File: src/rtl/alu_issue_unit.sv
// ALU issue unit: queues ALU commands in a small FIFO, issues them one at a
// time to an external combinational ALU, and holds each result until the
// consumer takes it. The last result is kept as an accumulator that a command
// may use in place of its A operand.
module alu_issue_unit #(
    parameter int unsigned DEPTH = 4
) (
    input  logic       clk,
    input  logic       rst_n,
    input  logic       in_valid,
    output logic       in_ready,
    input  logic [1:0] in_op,
    input  logic [3:0] in_a,
    input  logic [3:0] in_b,
    input  logic       in_use_acc,
    output logic [1:0] alu_sel,
    output logic [3:0] alu_a,
    output logic [3:0] alu_b,
    input  logic [3:0] alu_c,
    input  logic       alu_carry,
    output logic       out_valid,
    input  logic       out_ready,
    output logic [3:0] out_result,
    output logic       out_carry,
    output logic [3:0] acc,
    output logic       busy
);

    localparam int unsigned AW = (DEPTH > 1) ? $clog2(DEPTH) : 1;
    localparam logic [AW:0] PTR_ONE = 1;

    typedef enum logic [1:0] {StIdle, StIssue, StHold} state_e;

    state_e      state_q, state_d;
    // Pointers carry one extra wrap bit to tell full from empty.
    logic [AW:0] wr_ptr_q, rd_ptr_q;
    logic [10:0] mem [DEPTH];
    logic [10:0] head;
    logic        fifo_empty, fifo_full, push, pop;

    assign fifo_empty = (wr_ptr_q == rd_ptr_q);
    assign fifo_full  = (wr_ptr_q[AW] != rd_ptr_q[AW]) &&
                        (wr_ptr_q[AW-1:0] == rd_ptr_q[AW-1:0]);
    assign in_ready   = !fifo_full;
    assign push       = in_valid && in_ready;
    assign head       = mem[rd_ptr_q[AW-1:0]];
    assign busy       = (state_q != StIdle) || !fifo_empty;

    // Next-state logic; a pop happens whenever the FSM starts a new issue.
    always_comb begin
        state_d = state_q;
        pop     = 1'b0;
        unique case (state_q)
            StIdle: begin
                if (!fifo_empty) begin
                    pop     = 1'b1;
                    state_d = StIssue;
                end
            end
            StIssue: state_d = StHold;
            StHold: begin
                if (out_ready) begin
                    if (!fifo_empty) begin
                        pop     = 1'b1;
                        state_d = StIssue;
                    end else begin
                        state_d = StIdle;
                    end
                end
            end
            default: state_d = StIdle;
        endcase
    end

    // FSM state and FIFO pointers.
    always_ff @(posedge clk) begin
        if (!rst_n) begin
            state_q  <= StIdle;
            wr_ptr_q <= '0;
            rd_ptr_q <= '0;
        end else begin
            state_q <= state_d;
            if (push) wr_ptr_q <= wr_ptr_q + PTR_ONE;
            if (pop)  rd_ptr_q <= rd_ptr_q + PTR_ONE;
        end
    end

    // FIFO storage: {op, a, b, use_acc}; contents are don't-care while empty.
    always_ff @(posedge clk) begin
        if (push) mem[wr_ptr_q[AW-1:0]] <= {in_op, in_a, in_b, in_use_acc};
    end

    // ALU drive registers load only on issue and hold otherwise.
    always_ff @(posedge clk) begin
        if (!rst_n) begin
            alu_sel <= 2'd0;
            alu_a   <= 4'd0;
            alu_b   <= 4'd0;
        end else if (pop) begin
            alu_sel <= head[10:9];
            alu_a   <= head[0] ? acc : head[8:5];
            alu_b   <= head[4:1];
        end
    end

    // Result capture at the end of ISSUE; carry is only meaningful for add.
    always_ff @(posedge clk) begin
        if (!rst_n) begin
            out_valid  <= 1'b0;
            out_result <= 4'd0;
            out_carry  <= 1'b0;
            acc        <= 4'd0;
        end else if (state_q == StIssue) begin
            out_valid  <= 1'b1;
            out_result <= alu_c;
            out_carry  <= (alu_sel == 2'd3) ? alu_carry : 1'b0;
            acc        <= alu_c;
        end else if (state_q == StHold && out_ready) begin
            out_valid <= 1'b0;
        end
    end

endmodule

File: config.mk
export PLATFORM = sky130hd
export DESIGN_NAME = alu_issue_unit
export DESIGN_NICKNAME = d
export VERILOG_FILES = /design/src/rtl/alu_issue_unit.sv
export SDC_FILE = /design/constraint.sdc
export NUM_CORES = 1
export LEC_CHECK = 0
export BUFFER_PORTS_ARGS = -buffer_cell sky130_fd_sc_hd__buf_2
export CAP_MARGIN = 30
export CORE_MARGIN = 3
export CORE_UTILIZATION = 45
export DETAILED_ROUTE_END_ITERATION = 7
export PLACE_DENSITY = 0.74
export SLEW_MARGIN = 40
export SYNTH_ARGS = -nofsm -noshare
export SYNTH_HDL_FRONTEND = slang
export SYNTH_SLANG_ARGS = --single-unit
File: constraint.sdc
create_clock -name clk -period 3.05 [get_ports clk]
set_clock_uncertainty 0.2 [all_clocks]
set_input_delay 0.1525 -clock clk [delete_from_list [all_inputs] [get_ports clk]]
set_output_delay 0.1525 -clock clk [all_outputs]
set_load 0.02 [all_outputs]
# Yosys cells after proc, flatten, opt, wreduce, memory -nomap -nowiden

Memory sizes are Yosys's and may differ from the RTL's. A register that Yosys moved wholly into a read port is not among the register bits.
Index checks and enable logic that the tools add are counted.

$lt $le $gt $ge: 0
Reduce and logical (&&, ||, !) cells: 10
Add/sub/neg operators: 2
Muxes and demuxes: 15
Multiply operators: 0
Divide/modulo/power cells: 0
Equal/unequal tests: 8
Bitwise gates (word level): 0
Shifts and indexed selects: 0

Operator list:

| kind                                                 | number |
|---|---|
| two-way mux 1 bit                                    | 8 |
| two-way mux 2 bit                                    | 4 |
| adder 3 x 1 -> 3 bit (second input constant)         | 2 |
| one-hot mux 2 bit (3 select lines)                   | 1 |
| equality test 2 bit (second input constant)          | 2 |
| two-way mux 4 bit                                    | 1 |
| inequality test 2 bit (second input constant)        | 2 |
| nonzero test 2 bit                                   | 2 |
| equality test 3 bit                                  | 1 |
| logical AND 1 bit                                    | 3 |
| equality test 2 x 1 -> 1 bit (second input constant) | 1 |
| equality test 2 bit                                  | 1 |
| zero test 1 bit                                      | 2 |
| zero test 2 bit                                      | 1 |
| one-hot mux 1 bit (2 select lines)                   | 1 |
| AND reduction 2 bit                                  | 1 |
| logical OR 1 bit                                     | 1 |
| inequality test 1 bit                                | 1 |

Flip-flop bits (word level): 24
Memory bits (writable): 44
Latch bits: 0
Memories: 1
ROM bits: 0
Word-level logic and storage cells: 45

Memories:

| memory | words | bits a word | rd ports | clocked after Yosys merged registers in | wr ports | line | source |
|---|---|---|---|---|---|---|---|
| mem    | 4     | 11          | 1        | 1                                       | 1        | 37   | `logic [10:0] mem [DEPTH];` |

# Logic depth before layout (Yosys ltp)

Gate-level depths: netlist (run 1).

Word-level depth: 6
Gate-level depth with buffers: 6
Depth with buffers taken out: 4

# Worst setup path after synthesis (run 1)

No wires, ideal clock.

Path type: flip-flop to flip-flop
From: register wr_ptr_q[0]
To: memory mem[3][0] (enable)
Stages on the path, launching flop included: 4
Setup time: 353 ps
Buffers on the path: 0
Setup slack: 1240 ps
Data arrival time: 1257 ps
Period minus slack after synthesis: 1810 ps
Path through: dfxtp_1 xor2_1 o31a_1 and2_1

Cells in the longest elaborated chain, start to end: 6

Ends and longest elaborated chain:

| item                                    | line | source |
|---|---|---|
| start, declared                         | 36   | `logic [AW:0] wr_ptr_q, rd_ptr_q;` |
| start signal, assigned                  | 83   | `if (push) wr_ptr_q <= wr_ptr_q + PTR_ONE;` |
| equality test 2 bit                     | 43   | `(wr_ptr_q[AW-1:0] == rd_ptr_q[AW-1:0]);` |
| logical AND 1 bit                       | 42   | `assign fifo_full = (wr_ptr_q[AW] != rd_ptr_q[AW]) &&` |
| zero test 1 bit                         | 44   | `assign in_ready = !fifo_full;` |
| logical AND 1 bit                       | 45   | `assign push = in_valid && in_ready;` |
| two-way mux 1 bit                       | 90   | `if (push) mem[wr_ptr_q[AW-1:0]] <= {in_op, in_a, in_b, in_use_acc};` |
| two-way mux 1 bit (not written as such) | 90   |  |
| end, declared                           | 37   |  |

Parallel ways exist; a longest one is shown, timed or not.

# Final worst setup path (run 1)

From: register wr_ptr_q[1]
To: memory mem[0][0] (enable)

The elaborated chain is that of the path after synthesis.

==> summary.txt, run 1 <==
First-pass GRT wire length: 7560 um
Area of the multi-input gates: 782 sq um
Launch point of the worst path: wr_ptr_q[1]
Actual slew at the worst max-slew pin: 0.598 ns
# Post-CTS Setup Buffers: 0
Placed insts: 277
Share of the synthesized area in the top cell type: 48.7%
Full die area: 7000 sq um
Crit path capture type: register
Asr flop ratio synth: 0%
EDFF count, synth: 44
Critical path class: register to register
Routed WL: 4730 um
Antenna cells: 0
Setup violators final: 0
Worst-path clk slew: 0.07 ns
Vias: 1573
Final Hold Viols: 0
Floorplan row count: 27
Hpwl dp: 3100 um
Clock buffer depth: 2
DR vias/cell: 5.04
Worst path max stage delay: 0.56 ns
Post-synth top cells: edfxtp_1 (44), dfxtp_1 (26), nor2_1 (20)
Crit-path max FO: 11
RR Endpoint: mem[0][0]
PwrDens: 841 nW/um^2
Fin Setup TNS: 0 ns
Synthesis-stage register bit count: 70
Top-count cell post-synth: edfxtp_1
Drt wl/cell: 15.2 um
Core area: 5680 sq um
Finished Layout Cells: 312
Worst-Skew Late Latency: 0.34 ns
Fin. max-slew vios: 0
Leakage: 1.30 nW
Synth cell types: 31
Largest net degree at the start of global routing: 20
Sequential standard cell area: 1840 sq um
Die width: 83.7 um
Top_reg_cell synth: edfxtp_1
CP cell instances: xor2_1, o31a_1, and2_1
Total global-route track usage: 14.5%
Max-Cap Viols: 0
Worst Setup Start Kind: register
Area leader, netlist: edfxtp_1
Initial Util: 47.8%
Hold depth: 4
Peak VDD IR: 0.422 mV
Yosys warns: 0
RePlAce Congestion: 0.773
TritonCTS clock tree: done
Clock Tree Root: clkbuf_8
Initial antenna violation count: 0
Reg2reg start: wr_ptr_q[1]
Share of cells above drive strength 1: 27.9%
FF-to-FF path depth: 3
CTS buffer count: 9
Post_cts resized: 0
Post-synthesis sequential area ratio: 67.9%
Worst path slowest cell: and2_1
Final WS setup: 0.909 ns
Worst slack, placed: 0.901 ns
I/O Buffers: 41
Drt pass-1 iters: 4
Slew margin rel.: 60.1%
Synth Net Count: 198
Layout area overhead: 23.4%
Initial DRC Count: 49
Status: complete, no violations
Cell Area, Synth: 2710 sq um
Top cells by area, synth: edfxtp_1 (49%), dfxtp_1 (19%), mux4_2 (9.1%)
Vert. Die Dim: 83.7 um
Crit path time final: 2.14 ns
FMAX: 467 MHz
Unrepaired setup endpoints after global routing: false
CTS Sinks: 70
Vias in the first global route: 1522
Hold path startpoint: in_valid
Syn Area/Cell: 15.7 sq um
Crit path DAT: 1.91 ns
R2r setup slk: 0.91 ns
Critical path data required time: 2.82 ns
Grt total ovfl: 0
ANT nets after route: 0
Boundary Pins: 42
Drt drc: 0
Number of H-tree levels: 3
Worst min-delay path class: input pin to register
Fin nets: 261
Cells after Synth: 173
CP endpoint: mem[0][0]
Filler cell count: 443
Final period utilization: 70.2%
layer usage:
metal	vias up	track usage, %	part of all wire [%]
met2	56	22.5	48
met1	745	17.9	45
met4	0	3.95	0.57
met3	5	7.40	7.2
li1	767	-	-
met5	-	0	0
kinds of logic (layout without fill, tap and decap cells):
| group | Yosys count | count (layout) | share of synthesized area [%] |
|---|---|---|---|
| XOR/XNOR | 6 | 6 | 1.94 |
| AND/OR/NAND/NOR | 34 | 34 | 5.90 |
| AO/OA/AOI/OAI | 16 | 16 | 3.60 |
| multiplexers | 27 | 27 | 15.0 |
| adder cells (fa/ha/maj) | 5 | 5 | 2.31 |
| flip-flops | 70 | 70 | 67.9 |
| buffers and inverters | 15 | 82 | 3.37 |
registers in the layout, summed over array words and instances, names as in the netlist, named ones only:
| signal | cells |
|---|---|
| out_carry | 1 |
| alu_a | 4 |
| alu_sel | 2 |
| mem | 44 |
| alu_b | 4 |
| out_valid | 1 |
| state_q | 2 |
| wr_ptr_q | 3 |
| acc | 4 |
| rd_ptr_q | 3 |
repair_timing:
| action | in CTS | in global routing |
|---|---|---|
| endpoints found under the setup margin | 0 | 0 |
| hold endpoints to repair | 58 | 0 |
| hold buffers | 20 | 0 |
power by group:
part	total, W	leakage [nW]	switching, W	internal, W
combinational	0.000784	0.585	0.000430	0.000354
clock	0.000765	0.0994	0.000310	0.000455
sequential	0.00127	0.617	0.000116	0.00115
total	0.00282	1.30	0.000856	0.00196
placed cells by master, fill, tap and decap left out, types with 2 or more instances in the layout:
cell type	instances
nand2_1	2
clkbuf_1	2
inv_1	5
nor2_1	20
dlygate4sd3_1	20
edfxtp_1	44
xnor2_1	3
dfxtp_1	26
clkbuf_8	9
bufinv_16	2
mux2i_1	16
ha_1	5
and2_1	5
buf_2	41
o21ai_0	5
mux4_2	11
a21oi_1	5
xor2_1	3
area by class of cell:
type                            instances  area share [%]
Sequential cell                        70            55.0
Multi-Input combinational cell         88            23.3
Timing Repair Buffer                   62            12.3
Clock buffer                           11            3.92
Tap cell                               72            2.69
Clock inverter                          4            2.17
Inverter                                5           0.560
metrics by stage:
| step | hold slack (ns) | utilization (%) | total power [W] | cell area, sq um |
|---|---|---|---|---|
| final | 0.119 | 59.0 | 0.00282 | 3350 |
| after global routing | 0.134 | 59.0 | 0.00298 | 3350 |
| after CTS | 0.0927 | 59.0 | 0.00285 | 3350 |
| after detailed placement | 0.175 | 51.9 | 0.00205 | 2940 |
| after global placement | 0.168 | 51.9 | 0.00204 | 2940 |
| after floorplan | 0.0514 | - | 0.00190 | 2710 |
critical path: cells and delay by family (launching register included):
kind,cells,cell delay [ns]
AOI/OAI and AO/OA,1,0.34
xor gates and xnor gates,1,0.26
DFF,1,0.42
and+or+nand+nor,1,0.56
worst min-delay path by stage:
stage / endpoint / slack [ns]
after floorplan: mem[0][0] / 0.05
after global placement: mem[2][3] / 0.17
after detailed placement: mem[2][4] / 0.17
after CTS: wr_ptr_q[2] / 0.09
after global routing: wr_ptr_q[2] / 0.13
final: wr_ptr_q[2] / 0.12
Note: power is estimated with default switching activity, not from simulation.
==> run 2: changes to the inputs <==
PLACE_DENSITY = 0.76   (was 0.74)
clock period = 1.8 ns   (was 3.05 ns; I/O delays follow)
==> run 2 against run 1 <==
Effect of this change:
- critical path depth grew 3
- sequential cell count stayed put
- critical path type unchanged
- worst hold slack lost 0.0028 ns
- non-clock buffer count up 12
- sequential power up 65%
- combinational power up 110%
- global-route usage increased by 1.4 points
- critical endpoint is now rd_ptr_q[0]
- count of clock-buffer cells in the layout fell by 2
- maximum frequency increased by 22%
- utilization rose by 2.0 points
- via count rose by 6.1%
==> summary.txt, run 2 (synthesis gave the netlist of run 1 again) <==
Floorplan row count: 27 (unchanged)
Critical path data required time: 1.81 ns (was 2.82 ns)
Die width: 83.7 um (unchanged)
Grt total ovfl: 0 (unchanged)
Leakage: 1.37 nW (was 1.30 nW)
Total global-route track usage: 15.9% (was 14.5%)
Drt pass-1 iters: 6 (was 4)
Crit path time final: 1.75 ns (was 2.14 ns)
DR vias/cell: 5.14 (was 5.04)
Worst Setup Start Kind: register (unchanged)
PwrDens: 1440 nW/um^2 (was 841 nW/um^2)
Largest net degree at the start of global routing: 17 (was 20)
First-pass GRT wire length: 8250 um (was 7560 um)
Worst slack, placed: -0.0665 ns (was 0.901 ns)
Vert. Die Dim: 83.7 um (unchanged)
Max FFs per register: 44 (unchanged)
Share of cells above drive strength 1: 35.6% (was 27.9%)
Layout area overhead: 27.7% (was 23.4%)
Hpwl dp: 3450 um (was 3100 um)
Full die area: 7000 sq um (unchanged)
Critical path class: register to register (unchanged)
Initial Util: 47.8% (unchanged)
Fin Setup TNS: 0 ns (unchanged)
Fin nets: 273 (was 261)
Vias in the first global route: 1668 (was 1522)
CTS buffer count: 9 (unchanged)
ANT nets after route: 0 (unchanged)
WL met2: 2550 um (was 2250 um)
Clock buffer depth: 2 (unchanged)
Final period utilization: 97.2% (was 70.2%)
Status: complete, no violations (unchanged)
Routed WL: 5130 um (was 4730 um)
Final core occ: 61.0% (was 59.0%)
Initial DRC Count: 63 (was 49)
Fin. max-slew vios: 0 (unchanged)
Worst-path clk slew: 0.07 ns (about the same)
Antenna cells: 0 (unchanged)
Top sig layer: met4 (unchanged)
Setup violators final: 0 (unchanged)
Worst-Skew Late Latency: 0.34 ns (about the same)
Most frequent cells in the layout: edfxtp_1 (44), buf_2 (41), dfxtp_1 (26) (unchanged)
Final Hold Viols: 0 (unchanged)
Crit-path max FO: 8 (was 11)
Max-Cap Viols: 0 (unchanged)
Peak VDD IR: 0.851 mV (was 0.422 mV)
Final WS setup: 0.0508 ns (was 0.909 ns)
TritonCTS clock tree: done (unchanged)
Clock Tree Root: clkbuf_8 (unchanged)
Most common library cell in the layout ignoring fill and taps: edfxtp_1 (unchanged)
Crit path capture type: register (unchanged)
DR WL met3: 344 um (was 341 um)
I/O Buffers: 41 (unchanged)
Crit path DAT: 1.76 ns (was 1.91 ns)
Core area: 5680 sq um (unchanged)
RePlAce Congestion: 0.767 (was 0.773)
Initial antenna violation count: 0 (unchanged)
Drt wl/cell: 15.8 um (was 15.2 um)
Worst min-delay path class: input pin to register (unchanged)
Number of H-tree levels: 3 (unchanged)
Drt drc: 0 (unchanged)
CTS Sinks: 70 (unchanged)
FMAX: 572 MHz (was 467 MHz)
Actual slew at the worst max-slew pin: 0.552 ns (was 0.598 ns)
Slew margin rel.: 63.2% (was 60.1%)
Met1 WL: 2150 um (was 2110 um)
Vias: 1669 (was 1573)
Boundary Pins: 42 (unchanged)
Hold Slack: 0.116 ns (was 0.119 ns)
## run 2: cell count changes in the layout (fill, tap and decap cells not counted), sizes merged
cell	change
clkbuf	-2
clkinv	+2
dlygate4sd3	-2
bufinv	-1
clkinvlp	+2
buf	+14
## run 2: stage by stage
stage	cells	total power, W	instance area, sq um
3_5_place_dp	291	0.00367	3050
2_1_floorplan	173	0.00321	2720
5_1_grt	325	0.00524	3460
4_1_cts	325	0.00494	3430
6_report	325	0.00497	3460
3_3_place_gp	291	0.00363	3050
## run 2: path summary, 6_finish.rpt
check / slack, ns / cells past startpoint / start / end
hold reg to reg: 0.29 / 2 / out_carry / out_carry
setup / recovery: 0.05 / 6 / rd_ptr_q[1] / rd_ptr_q[0]
setup reg to reg: 0.05 / 6 / rd_ptr_q[1] / rd_ptr_q[0]
hold / removal: 0.12 / 5 / in_valid / wr_ptr_q[2]
## run 2: timing repair
| item | CTS | global route |
|---|---|---|
| hold endpoints to repair | 58 | 0 |
| resized for setup | 4 | 6 |
| hold buffers | 18 | 0 |
| endpoints found under the setup margin | 44 | 24 |
| setup buffers | 0 | 0 |
## run 2: critical path, stage by stage (launching register included)
cell,delay (ns)
dfxtp_1,0.33
xor2_1,0.18
buf_4,0.15
o311a_4,0.37
buf_4,0.18
xnor2_2,0.16
nor2_1,0.06
## run 2: area by class of cell
type	count	area, sq um
inverter	5	18.8
clock inverter	7	75.1
clock buffer	9	124
timing repair buffer	74	502
multi-input combinational	88	813
tap	72	90.1
sequential	70	1840
fill	442	2210
## run 2: power breakdown
part | internal (W) | switching, W
registers | 0.00195 | 0.000147
clock network | 0.000640 | 0.000591
logic | 0.000782 | 0.000862
total | 0.00337 | 0.00160
## run 2: routing by layer
layer  vias up  GRT usage, %
li1        788             -
met1       816          18.1
met2        58          26.3
met3         7          6.22
met4         0          7.02
met5         -             0
